`src/rtl/vga_text_pkg.sv`:
```
// ============================================================================
// vga_text_pkg : geometry constants and enums shared by the VRAM sequencer
// Rev 1.0
// ============================================================================
`default_nettype none

package vga_text_pkg;

  localparam int ROWS          = 30;
  localparam int WORDS_PER_ROW = 20;
  localparam int VRAM_WORDS    = ROWS * WORDS_PER_ROW;
  localparam int SCROLL_WORDS  = VRAM_WORDS - WORDS_PER_ROW;

  typedef enum logic [1:0] {
    OP_NOP    = 2'b00,
    OP_CLEAR  = 2'b01,
    OP_SCROLL = 2'b10,
    OP_RSVD   = 2'b11
  } cmd_op_e;

  typedef enum logic [2:0] {
    ST_IDLE     = 3'd0,
    ST_CLR_WR   = 3'd1,
    ST_SCR_RD   = 3'd2,
    ST_SCR_CAP  = 3'd3,
    ST_SCR_WR   = 3'd4,
    ST_SCR_FILL = 3'd5,
    ST_FIN      = 3'd6
  } seq_state_e;

endpackage

`default_nettype wire

```
`src/rtl/vga_text_vram_sequencer.sv`:
```
// ============================================================================
// vga_text_vram_sequencer : shares VRAM port A between the Avalon host and a
// clear/scroll engine; the host always wins the port.
// Rev 1.0
// ============================================================================
`default_nettype none

module vga_text_vram_sequencer
  import vga_text_pkg::*;
#(
  parameter int ADDR_W = 10
) (
  input  logic              CLK,
  input  logic              RESET,
  input  logic              AVL_CS,
  input  logic              AVL_READ,
  input  logic              AVL_WRITE,
  input  logic [3:0]        AVL_BYTE_EN,
  input  logic [ADDR_W-1:0] AVL_ADDR,
  input  logic [31:0]       AVL_WRITEDATA,
  output logic [31:0]       AVL_READDATA,
  input  logic              CMD_VALID,
  input  logic [1:0]        CMD_OP,
  input  logic [31:0]       CMD_FILL,
  output logic              CMD_READY,
  output logic              BUSY,
  output logic              DONE,
  output logic [ADDR_W-1:0] RAM_ADDR,
  output logic [3:0]        RAM_BYTE_EN,
  output logic [31:0]       RAM_WDATA,
  output logic              RAM_RDEN,
  output logic              RAM_WREN,
  input  logic [31:0]       RAM_Q
);

  localparam logic [ADDR_W-1:0] PTR_LAST    = ADDR_W'(VRAM_WORDS - 1);
  localparam logic [ADDR_W-1:0] SCROLL_LAST = ADDR_W'(SCROLL_WORDS - 1);
  localparam logic [ADDR_W-1:0] ROW_STRIDE  = ADDR_W'(WORDS_PER_ROW);

  seq_state_e        state_q, state_d;
  logic [ADDR_W-1:0] ptr_q, ptr_d;
  logic [31:0]       fill_q, fill_d;
  logic [31:0]       hold_q, hold_d;
  logic              busy_q, busy_d;
  logic              done_q, done_d;

  logic              host_req;
  logic              port_free;
  logic              eng_wr;
  logic              eng_rd;
  logic [ADDR_W-1:0] eng_addr;
  logic [31:0]       eng_wdata;
  cmd_op_e           cmd_op;

  assign host_req  = AVL_CS & (AVL_READ | AVL_WRITE);
  assign port_free = ~host_req;
  assign cmd_op    = cmd_op_e'(CMD_OP);

  always_comb begin
    state_d   = state_q;
    ptr_d     = ptr_q;
    fill_d    = fill_q;
    hold_d    = hold_q;
    busy_d    = busy_q;
    done_d    = 1'b0;
    eng_wr    = 1'b0;
    eng_rd    = 1'b0;
    eng_addr  = ptr_q;
    eng_wdata = fill_q;

    case (state_q)
      ST_IDLE: begin
        if (CMD_VALID && (cmd_op == OP_CLEAR || cmd_op == OP_SCROLL)) begin
          fill_d  = CMD_FILL;
          ptr_d   = '0;
          busy_d  = 1'b1;
          state_d = (cmd_op == OP_CLEAR) ? ST_CLR_WR : ST_SCR_RD;
        end
      end
      ST_CLR_WR, ST_SCR_FILL: begin
        eng_wr = 1'b1;
        if (port_free) begin
          ptr_d = ptr_q + 1'b1;
          if (ptr_q == PTR_LAST) begin
            state_d = ST_FIN;
            done_d  = 1'b1;
          end
        end
      end
      ST_SCR_RD: begin
        eng_rd   = 1'b1;
        eng_addr = ptr_q + ROW_STRIDE;
        if (port_free) state_d = ST_SCR_CAP;
      end
      ST_SCR_CAP: begin
        // Read data from the previous cycle is on RAM_Q regardless of who owns the port now
        hold_d  = RAM_Q;
        state_d = ST_SCR_WR;
      end
      ST_SCR_WR: begin
        eng_wr    = 1'b1;
        eng_wdata = hold_q;
        if (port_free) begin
          ptr_d   = ptr_q + 1'b1;
          state_d = (ptr_q == SCROLL_LAST) ? ST_SCR_FILL : ST_SCR_RD;
        end
      end
      ST_FIN: begin
        busy_d  = 1'b0;
        state_d = ST_IDLE;
      end
      default: state_d = ST_IDLE;
    endcase
  end

  always_ff @(posedge CLK or posedge RESET) begin
    if (RESET) begin
      state_q <= ST_IDLE;
      ptr_q   <= '0;
      fill_q  <= '0;
      hold_q  <= '0;
      busy_q  <= 1'b0;
      done_q  <= 1'b0;
    end else begin
      state_q <= state_d;
      ptr_q   <= ptr_d;
      fill_q  <= fill_d;
      hold_q  <= hold_d;
      busy_q  <= busy_d;
      done_q  <= done_d;
    end
  end

  always_comb begin
    if (host_req) begin
      RAM_ADDR    = AVL_ADDR;
      RAM_BYTE_EN = AVL_BYTE_EN;
      RAM_WDATA   = AVL_WRITEDATA;
      RAM_RDEN    = AVL_CS & AVL_READ;
      RAM_WREN    = AVL_CS & AVL_WRITE;
    end else begin
      RAM_ADDR    = eng_addr;
      RAM_BYTE_EN = 4'hF;
      RAM_WDATA   = eng_wdata;
      RAM_RDEN    = eng_rd;
      RAM_WREN    = eng_wr;
    end
  end

  assign AVL_READDATA = RAM_Q;
  assign CMD_READY    = (state_q == ST_IDLE);
  assign BUSY         = busy_q;
  assign DONE         = done_q;

endmodule

`default_nettype wire

```
`config.mk`:
```
export PLATFORM = sky130hd
export DESIGN_NAME = vga_text_vram_sequencer
export DESIGN_NICKNAME = d
export VERILOG_FILES = /design/src/rtl/vga_text_pkg.sv /design/src/rtl/vga_text_vram_sequencer.sv
export SDC_FILE = /design/constraint.sdc
export NUM_CORES = 1
export LEC_CHECK = 0
export CORE_MARGIN = 10
export CORE_UTILIZATION = 38
export DETAILED_ROUTE_END_ITERATION = 10
export GPL_TIMING_DRIVEN = 0
export PLACE_DENSITY_LB_ADDON = 0.08
export SETUP_SLACK_MARGIN = 0.5
export SLEW_MARGIN = 20
export SYNTH_ARGS = -nofsm -noshare
export SYNTH_HDL_FRONTEND = slang
export SYNTH_SLANG_ARGS = --single-unit
```
`constraint.sdc`:
```
create_clock -name CLK -period 2.2 [get_ports CLK]
set_input_delay 0.22 -clock CLK [delete_from_list [all_inputs] [get_ports CLK]]
set_output_delay 0.22 -clock CLK [all_outputs]
set_load 0.02 [all_outputs]
```
=== Word level (Yosys, flattened, before mapping) ===
Index checks and enable logic that the tools add are counted.

* $add $sub $neg: 2
* Equal/unequal tests: 16
* Multiplexer cells: 25
* Bitwise gates (word level): 4
* Reductions and logical operators: 11

{| class="wikitable"
|+ Operators by type and width
! kind !! number
|-
| 32-bit two-way mux || 2
|-
| 10-bit two-way mux || 4
|-
| 10-bit == test (second input constant) || 2
|-
| 10-bit one-hot mux with 2 select lines || 1
|-
| 3-bit two-way mux || 6
|-
| 3-bit one-hot mux with 5 select lines || 1
|-
| 10-bit by 1-bit adder with 10-bit output (second input constant) || 1
|-
| 10-bit by 5-bit adder with 10-bit output (second input constant) || 1
|-
| 2-bit != test (second input constant) || 5
|-
| 3-bit == test (second input constant) || 3
|-
| 1-bit two-way mux || 8
|-
| 3-bit by 2-bit == test with 1-bit output (second input constant) || 2
|-
| 5-bit AND reduction || 1
|-
| 4-bit two-way mux || 1
|-
| 2-bit AND reduction || 2
|-
| 2-bit nonzero test || 2
|-
| 1-bit AND || 3
|-
| 3-bit by 1-bit == test with 1-bit output (second input constant) || 1
|-
| 3-bit zero test || 1
|-
| 3-bit AND reduction || 1
|-
| 3-bit OR reduction || 1
|-
| 2-bit by 1-bit == test with 1-bit output (second input constant) || 1
|-
| 2-bit == test (second input constant) || 1
|-
| 2-bit two-way mux || 1
|-
| other kinds (6) || 6
|}

* Flip-flop bits (word level): 79
* Input port bits: 118
* Output and inout bits: 83
* Logic and storage cells: 64

=== Logic depth before layout (Yosys ltp) ===
* Depth after elaboration: 5
* Mapped depth: 8
* Depth with buffers taken out: 6

=== Worst setup path before layout ===
No wires, ideal clock.

* Path kind: flip-flop to output port
* Start point: reg state_q[2]
* End point: out RAM_ADDR[5]
* Arrival: 1743 ps
* Required time: 1980 ps
* Slack: 237 ps
* Stages on the path, launching flop included: 7
* Buffers on the path: 2
* Cell sequence: dfrtp_1 > buf_2 > or3b_1 > buf_4 > nor2_1 > xnor2_1 > o21ai_0

* Cells in the longest elaborated chain, start to end: 3

{| class="wikitable"
|+ RTL lines
! element !! line !! text
|-
| start: declaration || vga_text_vram_sequencer.sv:40 || <nowiki>seq_state_e state_q, state_d;</nowiki>
|-
| start signal: assignment || vga_text_vram_sequencer.sv:125 || <nowiki>state_q <= state_d;</nowiki>
|-
| 3-bit by 2-bit == test with 1-bit output || vga_text_vram_sequencer.sv:71 || <nowiki>case (state_q)</nowiki>
|-
| 10-bit two-way mux || vga_text_vram_sequencer.sv:71 ||
|-
| 10-bit two-way mux || vga_text_vram_sequencer.sv:135 || <nowiki>if (host_req) begin</nowiki>
|-
| end: declaration || vga_text_vram_sequencer.sv:28 || <nowiki>output logic [ADDR_W-1:0] RAM_ADDR,</nowiki>
|}

No other way between the ends.

=== Worst setup path in the final report ===
* Start point: reg state_q[2]
* End point: out RAM_WDATA[10]

* Cells in the longest elaborated chain, start to end: 3

{| class="wikitable"
|+ RTL lines
! element !! line !! text
|-
| 3-bit == test || vga_text_vram_sequencer.sv:71 ||
|-
| 32-bit two-way mux || vga_text_vram_sequencer.sv:71 ||
|-
| 32-bit two-way mux || vga_text_vram_sequencer.sv:135 ||
|-
| end: declaration || vga_text_vram_sequencer.sv:30 || <nowiki>output logic [31:0] RAM_WDATA,</nowiki>
|}

No other way between the ends.

==> reports/qor.txt <==
outcome = complete, but fails checks
failing checks = negative setup slack
CTS clock-pin slew for the worst setup and hold paths = 0.06 ns
layout cells sized above 1 = 35.6%
total grt overflow = 0
largest area contributor in the netlist = dfrtp_1
Setup Skew = 0.00438 ns
final setup margin = -0.0108 ns
Syn Area/Cell = 9.06 um^2
CTS Root Cell = clkbuf_16
Initial Util = 38.9%
TritonCTS Buffers = 9
most common cell in the netlist = nand2_1
CTS hold repair buffers = 0
P_leak = 3.55 nW
fin cells = 885
Initial DRT Pass Iterations = 4
first-pass GRT wire length = 25000 um
crit share post-route = 100%
vias in the first global route = 4793
routed wire length = 15800 um
largest cells by area after synthesis = dfrtp_1, nand2_1, mux2_2
syn nets = 616
worst-margin pin slew = 0.454 ns
Longest Clk Path Bufs = 2
IO Port Bufs = 200
area growth from synthesis to layout = 79.3%
crit path kind = register to output pin
Mapped Cells = 493
RD Place Congestion = 0.854
crit start category = register
worst path arrival time = 1.99 ns
Synth Cell Area = 0.00446 mm^2
diode count = 0
highest clock rate = 0.452 GHz
post-route cell area = 0.00801 mm^2
placed insts = 838
DRC Markers = 0
Placed Area = 0.00680 mm^2
Die Span Y = 128 um
Die W = 128 um
CTS tree = done
register area share after synthesis = 44.3%
DIE AREA = 0.0165 mm^2
initial antenna violation count = 0
FF+latch count, synth = 79
RSZ-0062 raised after global routing = yes
power share of the combinational group = 49.5%
CTS H-tree lvls = 3
clk_lat worst skew = 0.33 ns
Vias = 4309
Final nets = 861
clock sinks = 79
post-DP HPWL = 11600 um
drt initial violations = 214
routed wire length per instance = 17.8 um
vias per cell = 4.87
Flop pwr share = 32.2%
Yosys warning count = 0
fraction of registers with async set/reset = 100%
fin crit period = 2.21 ns
Core Region = 0.0115 mm^2
Finish-stage setup viols = 4
I/O pins = 201
Synth cell types = 40
Worst Path Required = 1.98 ns
clock power share = 18.4%
CP Capture Type = output pin
Synth top area share = 44.3%
max-cap violation count = 0
row count = 39
NetSw = 2.95 mW
Post-synth top cells = nand2_1, dfrtp_1, o21ai_0
final hold vios = 0
largest net degree at the start of global routing = 33
switching part of the total = 35.9%
max-slew violations = 0
GRT Total Usage = 18.8%
Rel. slew slack = 69.6%
HP Class = input port to asynchronous set/reset pin
Pint = 5.26 mW
post-route ant nets = 0
Main synth FF type = dfrtp_1
Fin Hold WS = 0.250 ns
Power Density = 1020 mW/mm^2
Max VDD drop = 530 uV
number of synthesized flops with an enable pin = 0
crit path max fanout = 7
-- stage by stage --
stage               util [%]  worst slack [ns]  total power [mW]  TNS [ns]
detailed placement      59.3            -0.928              5.69    -36.29
floorplan                  -             0.464              4.40         0
finish                  69.8           -0.0108              8.20   -0.0267
CTS                     67.7          -0.00649              7.92  -0.00649
global placement        59.0            -0.907              5.59    -34.57
global route            69.8           -0.0911              8.70     -1.45
-- final timing paths --
check | startpoint | endpoint | slack (ns) | cells after the start
worst max-delay path | state_q[2] | RAM_WDATA[10] | -0.01 | 9
worst min-delay path | RESET | ptr_q[0] | 0.25 | 2
worst max register to register | state_q[0] | ptr_q[7] | 0.34 | 6
worst min register to register | fill_q[26] | fill_q[26] | 0.48 | 2
max in group asynchronous | RESET | fill_q[19] | 1.21 | 4
min in group CLK | CMD_FILL[2] | fill_q[2] | 0.41 | 3
-- routing by layer --
layer  global-route usage (%)  up-vias  wire length [um]  part of all wire, %
met5                        0        -                 0                    0
met2                     33.1      140              8190                   52
met1                     21.3     2047              6100                   39
li1                         -     2110                 -                    -
met3                     6.74       12              1350                  8.6
met4                     4.24        0               128                 0.81
-- sequential cells by signal, indices dropped and copies added (netlist names) --
signal	flops
BUSY	1
DONE	1
fill_q	32
hold_q	32
ptr_q	10
state_q	3
-- cells in the final DEF, fill, tap and decap left out, drive strengths merged, types with 2 or more instances in the layout --
cell type      synthesis  final
a21oi                  9      9
a32o                   2      2
and3                   2      2
buf                   45    121
clkbuf                17     29
clkdlybuf4s15          0      2
clkdlybuf4s50          0    148
clkinvlp               0      2
dfrtp                 79     79
dlygate4sd2            0      7
ha                     5      5
inv                    6      5
mux2                  32     32
mux2i                 33     33
nand2                152    152
nand2b                 6      6
nand3                  6      6
nand4                  3      3
nor2                  11     11
nor3                   4      4
o21a                   2      2
o21ai                 48     48
o31ai                  3      3
or3                    2      2
or4                    2      2
xnor2                  9      9
-- area by class of cell --
| cell class | instances | area, um^2 |
|---|---|---|
| Clock inverter | 3 | 42.5 |
| Tap cell | 143 | 179 |
| Clock buffer | 12 | 256 |
| Timing Repair Buffer | 234 | 2400 |
| Fill cell | 908 | 3460 |
| Multi-Input combinational cell | 346 | 2600 |
| Buffer | 62 | 526 |
| Sequential cell | 79 | 1980 |
| Inverter | 6 | 26.3 |
-- critical path: stages, from the launching register on --
cell     delay (ns)
dfrtp_1        0.40
buf_6          0.14
nor3b_4        0.14
buf_6          0.15
buf_4          0.14
buf_12         0.14
buf_12         0.12
mux2i_4        0.17
o21ai_2        0.13
buf_6          0.14
-- power groups by stage --
stage                     combinational, mW  clock [mW]  sequential (mW)
after floorplan                        2.03           0             2.36
after global placement                 3.17           0             2.43
after detailed placement               3.23           0             2.46
after CTS                              3.86        1.53             2.53
after global routing                   4.38        1.60             2.72
final                                  4.06        1.51             2.64
-- kinds of logic after synthesis --
group | count (synthesis) | synth area share, %
buf+inv | 68 | 9.02
xor+xnor | 10 | 1.96
flops | 79 | 44.3
fa+ha+maj | 5 | 1.40
mux | 65 | 15.5
simple gates | 197 | 19.1
compound gates | 69 | 8.77
-- what timing repair did --
| item | CTS | global route |
|---|---|---|
| endpoints found under the setup margin | 88 | 111 |
| buffers inserted | 23 | 6 |
| pin swaps | 15 | 21 |
| hold endpoints to repair | 0 | 0 |
| resized for setup | 351 | 50 |
| cloned | 3 | 0 |
Power figures use the tool's default switching activity.
